<file path="src/rtl/serial_sub10.sv">
// rtl/serial_sub10.sv - bit-serial WIDTH-bit subtractor, LSB first, one full-subtractor cell
module serial_sub10 #(
    parameter int WIDTH = 10,
    parameter int CW    = 4
) (
    input  logic             clk,
    input  logic             rst,
    input  logic             start,
    input  logic [WIDTH-1:0] a,
    input  logic [WIDTH-1:0] b,
    output logic             busy,
    output logic             done,
    output logic [WIDTH-1:0] dif,
    output logic             bout,
    output logic             zero,
    output logic             ovf
);

    typedef enum logic [1:0] {
        IDLE,
        SHIFT,
        DONE
    } state_t;

    state_t state;
    state_t state_next;

    logic [WIDTH-1:0] op_a;
    logic [WIDTH-1:0] op_b;
    logic [WIDTH-1:0] res;
    logic             brw;
    logic [CW-1:0]    cnt;
    logic             a_msb;
    logic             b_msb;

    logic             cell_d;
    logic             cell_b;
    logic [WIDTH-1:0] res_shift;
    logic             last_bit;

    assign cell_d    = op_a[0] ^ op_b[0] ^ brw;
    assign cell_b    = (~(op_a[0] ^ op_b[0]) & brw) | (~op_a[0] & op_b[0]);
    assign res_shift = {cell_d, res[WIDTH-1:1]};
    assign last_bit  = (cnt == CW'(WIDTH - 1));

    always_ff @(posedge clk) begin
        if (rst) begin
            state <= IDLE;
        end else begin
            state <= state_next;
        end
    end

    always_comb begin
        state_next = state;
        busy       = 1'b0;
        done       = 1'b0;
        case (state)
            IDLE: begin
                if (start) begin
                    state_next = SHIFT;
                end
            end
            SHIFT: begin
                busy = 1'b1;
                if (last_bit) begin
                    state_next = DONE;
                end
            end
            DONE: begin
                done       = 1'b1;
                state_next = IDLE;
            end
            default: begin
                state_next = IDLE;
            end
        endcase
    end

    // Result outputs only move on the edge entering DONE, so they hold across the next operation.
    always_ff @(posedge clk) begin
        if (rst) begin
            op_a  <= '0;
            op_b  <= '0;
            res   <= '0;
            brw   <= 1'b0;
            cnt   <= '0;
            a_msb <= 1'b0;
            b_msb <= 1'b0;
            dif   <= '0;
            bout  <= 1'b0;
            zero  <= 1'b0;
            ovf   <= 1'b0;
        end else begin
            case (state)
                IDLE: begin
                    if (start) begin
                        op_a  <= a;
                        op_b  <= b;
                        res   <= '0;
                        brw   <= 1'b0;
                        cnt   <= '0;
                        a_msb <= a[WIDTH-1];
                        b_msb <= b[WIDTH-1];
                    end
                end
                SHIFT: begin
                    res  <= res_shift;
                    op_a <= op_a >> 1;
                    op_b <= op_b >> 1;
                    brw  <= cell_b;
                    cnt  <= cnt + CW'(1);
                    if (last_bit) begin
                        dif  <= res_shift;
                        bout <= cell_b;
                        zero <= (res_shift == '0);
                        ovf  <= (a_msb ^ b_msb) & (a_msb ^ res_shift[WIDTH-1]);
                    end
                end
                default: begin
                end
            endcase
        end
    end

endmodule

</file>
<file path="config.mk">
export PLATFORM = sky130hd
export DESIGN_NAME = serial_sub10
export DESIGN_NICKNAME = d
export VERILOG_FILES = /design/src/rtl/serial_sub10.sv
export SDC_FILE = /design/constraint.sdc
export NUM_CORES = 1
export LEC_CHECK = 0
export CORE_UTILIZATION = 51
export CTS_CLUSTER_SIZE = 12
export DETAILED_ROUTE_END_ITERATION = 6
export GPL_TIMING_DRIVEN = 0
export PLACE_DENSITY = 0.78
export SYNTH_ARGS = -nofsm -noshare
export SYNTH_HDL_FRONTEND = slang
export SYNTH_SLANG_ARGS = --single-unit
export TNS_END_PERCENT = 50
</file>
<file path="constraint.sdc">
create_clock -name clk -period 1.8 [get_ports clk]
set_input_delay 0.27 -clock clk [delete_from_list [all_inputs] [get_ports clk]]
set_output_delay 0.27 -clock clk [all_outputs]
set_load 0.05 [all_outputs]
</file>
==> results of run 1 <==
-- final cells by class --
cell class                 count  share of cell area, %
clock buffer                   8                   3.82
tap                           48                   2.29
multi-input combinational    165                   35.9
buffer                        22                   4.45
inverter                       5                  0.813
timing repair buffer          36                   13.6
sequential                    51                   39.1
-- kinds of logic (layout without fill, tap and decap cells) --
kind of cell	after synthesis	after routing
muxes	1	1
and+or+nand+nor	78	78
DFF	51	51
buffers and inverters	27	71
adders and majority gates	4	4
AOI/OAI and AO/OA	82	82
-- layout by cell type (no fill, tap or decap), types with 2 or more instances in the layout --
master | netlist | final
ha_1 | 2 | 2
dfxtp_1 | 51 | 49
nor3_1 | 3 | 3
dfxtp_2 | 0 | 2
nand3_1 | 22 | 22
nor4_1 | 2 | 2
inv_1 | 4 | 4
clkbuf_8 | 0 | 7
buf_2 | 7 | 6
o21ai_0 | 11 | 11
and3b_1 | 2 | 2
clkbuf_1 | 9 | 10
nand2b_1 | 4 | 4
clkdlybuf4s50_1 | 0 | 34
nor2_1 | 5 | 5
nand2_1 | 32 | 32
a22oi_1 | 17 | 17
fa_1 | 2 | 2
a21oi_1 | 48 | 48
buf_4 | 4 | 6
-- sequential cells by signal, indices dropped and copies added (netlist names) --
| signal | count |
|---|---|
| zero | 1 |
| op_a | 10 |
| cnt | 4 |
| b_msb | 1 |
| brw | 1 |
| dif | 10 |
| bout | 1 |
| ovf | 1 |
| op_b | 10 |
| a_msb | 1 |
| res | 9 |
| state | 2 |
-- metrics by stage --
stage	area (µm²)	setup TNS (ns)	setup WS (ns)	total power, mW	util (%)
final	2620	0	0.0579	2.17	68.9
after global routing	2620	0	0.00941	2.27	68.9
after detailed placement	2510	-0.323	-0.289	1.48	66.0
after global placement	2510	-0.280	-0.279	1.48	66.0
after floorplan	2090	0	0.174	1.38	-
after CTS	2610	0	0.0327	2.18	68.8
-- power by group through the flow --
stage,Clock (mW),Combinational (mW),Sequential (mW)
3_5_place_dp,0,0.266,1.22
5_1_grt,0.774,0.296,1.20
2_1_floorplan,0,0.166,1.21
4_1_cts,0.720,0.269,1.19
3_3_place_gp,0,0.262,1.22
6_report,0.710,0.269,1.19
-- timing repair --
item	CTS	global route
hold endpoints to repair	0	0
hold buffers	0	0
cloned	0	0
resized for setup	10	3
setup endpoints to repair	3	2
-- cells in the mapped netlist (2+ instances only) --
| library cell | count | area, µm² |
|---|---|---|
| and3b_1 | 2 | 17.5 |
| clkbuf_1 | 9 | 33.8 |
| inv_1 | 4 | 15.0 |
| o21ai_0 | 11 | 55.1 |
| fa_1 | 2 | 40.0 |
| nand2b_1 | 4 | 25.0 |
| nand3_1 | 22 | 110 |
| buf_4 | 4 | 30.0 |
| a21oi_1 | 48 | 240 |
| dfxtp_1 | 51 | 1020 |
| buf_2 | 7 | 35.0 |
| a22oi_1 | 17 | 128 |
| nand2_1 | 32 | 120 |
| nor2_1 | 5 | 18.8 |
| nor3_1 | 3 | 15.0 |
| nor4_1 | 2 | 12.5 |
| ha_1 | 2 | 25.0 |
-- worst min-delay path by stage --
stage	depth (start not counted)	slack [ns]	start	to
after global routing	2	0.33	rst	op_a[8]
final	2	0.32	rst	op_a[8]
after CTS	2	0.33	rst	op_a[8]
after detailed placement	2	0.45	op_b[2]	op_b[2]
after floorplan	2	0.43	a[9]	op_a[9]
after global placement	2	0.44	op_b[2]	op_b[2]
-- layer usage --
layer	part of all wire (%)	vias to the layer above	wire, µm	track usage, %
met5	0	-	0	0
met4	1.5	0	72	10.1
met3	5.5	8	256	4.14
met2	47	63	2200	37.1
met1	46	897	2130	32.3
li1	-	944	-	-
==> results by group, run 1 <==
Outcome
  • Outcome: complete, no violations

Timing
  • Hold Slack: around 0.32 ns
  • RSZ-0062 raised after global routing: no
  • Final Setup Violations: 0
  • Worst Tran Pin Value: a little over 0.5 ns
  • Fin Clk Skew: between 0.009 and 0.01 ns
  • Final Max Tran Viols: 0
  • Crit path time final: roughly 1.7 ns
  • Final Hold Viols: 0
  • Period utilisation layout: between 90 and 100%
  • FMAX: 574 MHz
  • Slew Limit Headroom: between 60% and 70%

Floorplan
  • Initial Util: around 55%
  • Core Region: between 0.003 and 0.004 mm²
  • Die H: roughly 66 µm
  • Die area: between 0.004 and 0.005 mm²
  • Io pins: 38
  • Die Wd: ~66 µm
  • Placement row count: 22

Critical path
  • Cell count along the critical path: 4
  • CP max stage cell: dfxtp_1
  • Worst Setup End Kind: primary output
  • CP delay by family, top: buffers and inverters
  • Register-to-Register Path Depth: 5
  • CP max stage delay: 0.36 ns
  • WP buf/inv: 3
  • Reg2Reg Capture Point: ovf
  • Worst EP arrival: 1.47 ns
  • Critical-path maximum fanout: 10
  • Crit path cell chain: nand2b_1 > inv_4 > buf_4 > buf_4
  • Worst r2r src: op_a[0]
  • Most used cell, CP: buf_4
  • Crit Path Class: reg2out
  • Worst setup startpoint: state[1]
  • CP endpoint: busy
  • R2r setup slk: ~0.11 ns
  • CP Launch Type: flop
  • WP data required: 1.53 ns

Global route
  • Initial antenna violation count: 0
  • First-pass GRT wire length: 7.84 mm
  • Total gr overflow: 0
  • Number of global-route vias before repair: 1733
  • GR Util All Layers: between 20% and 30%
  • Largest net degree at the start of global routing: 15

Yosys
  • Synth Register Bits: between 50 and 60
  • Post-Synth Adder-Cell Area: under 10%
  • Synth unique cells: 35
  • Mux cell area share after synthesis: less than 1%
  • Top FF cell, synth: dfxtp_1
  • Synth warn: 0
  • Sequential cell area fraction in the yosys report: 48.9%
  • Asr flop ratio synth: 0%
  • Post-synth EDFFs: 0
  • Synth Area per Inst: ~8.6 µm²
  • Post-Syn Area: 0.00209 mm²
  • Post-synthesis xor/xnor area fraction: 0%
  • Syn_nets: 270
  • Largest family of logic cells by synthesized area: compound AO/OA/AOI/OAI gates
  • Cells after Synth: around 240
  • Compound-Gate Fraction of Synth Area: 22.8%
  • Simple-gate share of the synthesized area: 18.3%

Route
  • Routed length per instance: ~14 µm
  • Number of remaining DRC errors: 0
  • Total number of vias: between 1.5k and 2k
  • Antenna Nets Post-Route: 0
  • Iter 0 DRT Violations: 164
  • Routed WL: around 4.7 mm
  • Number of detailed-route iterations in the first pass: 4
  • Vias/cell: 5.71

Placed design
  • Placed insts: 327
  • Final RePlAce weighted congestion: about 0.8
  • PortBufs: 36
  • Dpl hpwl: around 3.2 mm

Power
  • Share of total power in sequential cells: between 50 and 60%
  • Peak supply drop: 584 µV
  • Gate power share: roughly 12%
  • Sw frac: around 25%
  • Cell Int Power: roughly 1.6 mW
  • Clock Power Share: roughly 33%
  • Psw: approximately 0.54 mW
  • Static Leak: 0.903 nW
  • P per Cell Area: ~830 mW/mm²

Clock tree
  • CTS Sinks: 51
  • Worst skew pair latency: 0.30 ns
  • Max H-tree Level: 2
  • TritonCTS Buffers: 5
  • Clock-pin slew on the worst setup and hold paths: roughly 0.090 ns
  • CTS tree: built
  • Post-CTS setup buffers: 0
  • Root buffer cell: clkbuf_8
  • CTS max path bufs: 2

Cells and area
  • Fillers: approximately 340
  • Final cell count without fillers: approximately 340
  • Final #Nets: between 300 and 400
  • Layout cell share with drive strength beyond 1: 9.06%
  • Area grow syn2layout: 25.4%
  • Ant diodes: 0
  • Storage cell area: about 0.001 mm²
  • Multi-input gate area: around 940 µm²

Hold path
  • Worst Hold Class: in2reg

Job
  • Max-cap violations: 0
Note: power is estimated with default switching activity, not from simulation.
==> inputs of run 2 (changes only) <==
--- a/config.mk
+++ b/config.mk
@@ -5,6 +5,7 @@
 export SDC_FILE = /design/constraint.sdc
 export NUM_CORES = 1
 export LEC_CHECK = 0
+export ABC_CLOCK_PERIOD_IN_PS = 1800
 export CORE_UTILIZATION = 51
 export CTS_CLUSTER_SIZE = 12
 export DETAILED_ROUTE_END_ITERATION = 6
==> results of run 2 <==
Same layout as run 1: the final DEF is identical, and so are final timing and power.
==> inputs of run 3 (changes only) <==
--- a/config.mk
+++ b/config.mk
@@ -7,10 +7,11 @@
 export LEC_CHECK = 0
 export ABC_CLOCK_PERIOD_IN_PS = 1800
 export CORE_UTILIZATION = 51
-export CTS_CLUSTER_SIZE = 12
+export CTS_CLUSTER_SIZE = 14
 export DETAILED_ROUTE_END_ITERATION = 6
 export GPL_TIMING_DRIVEN = 0
 export PLACE_DENSITY = 0.78
+export SLEW_MARGIN = 0
 export SYNTH_ARGS = -nofsm -noshare
 export SYNTH_HDL_FRONTEND = slang
 export SYNTH_SLANG_ARGS = --single-unit
==> results of run 3 <==
Same layout as run 1: the final DEF is identical, and so are final timing and power.
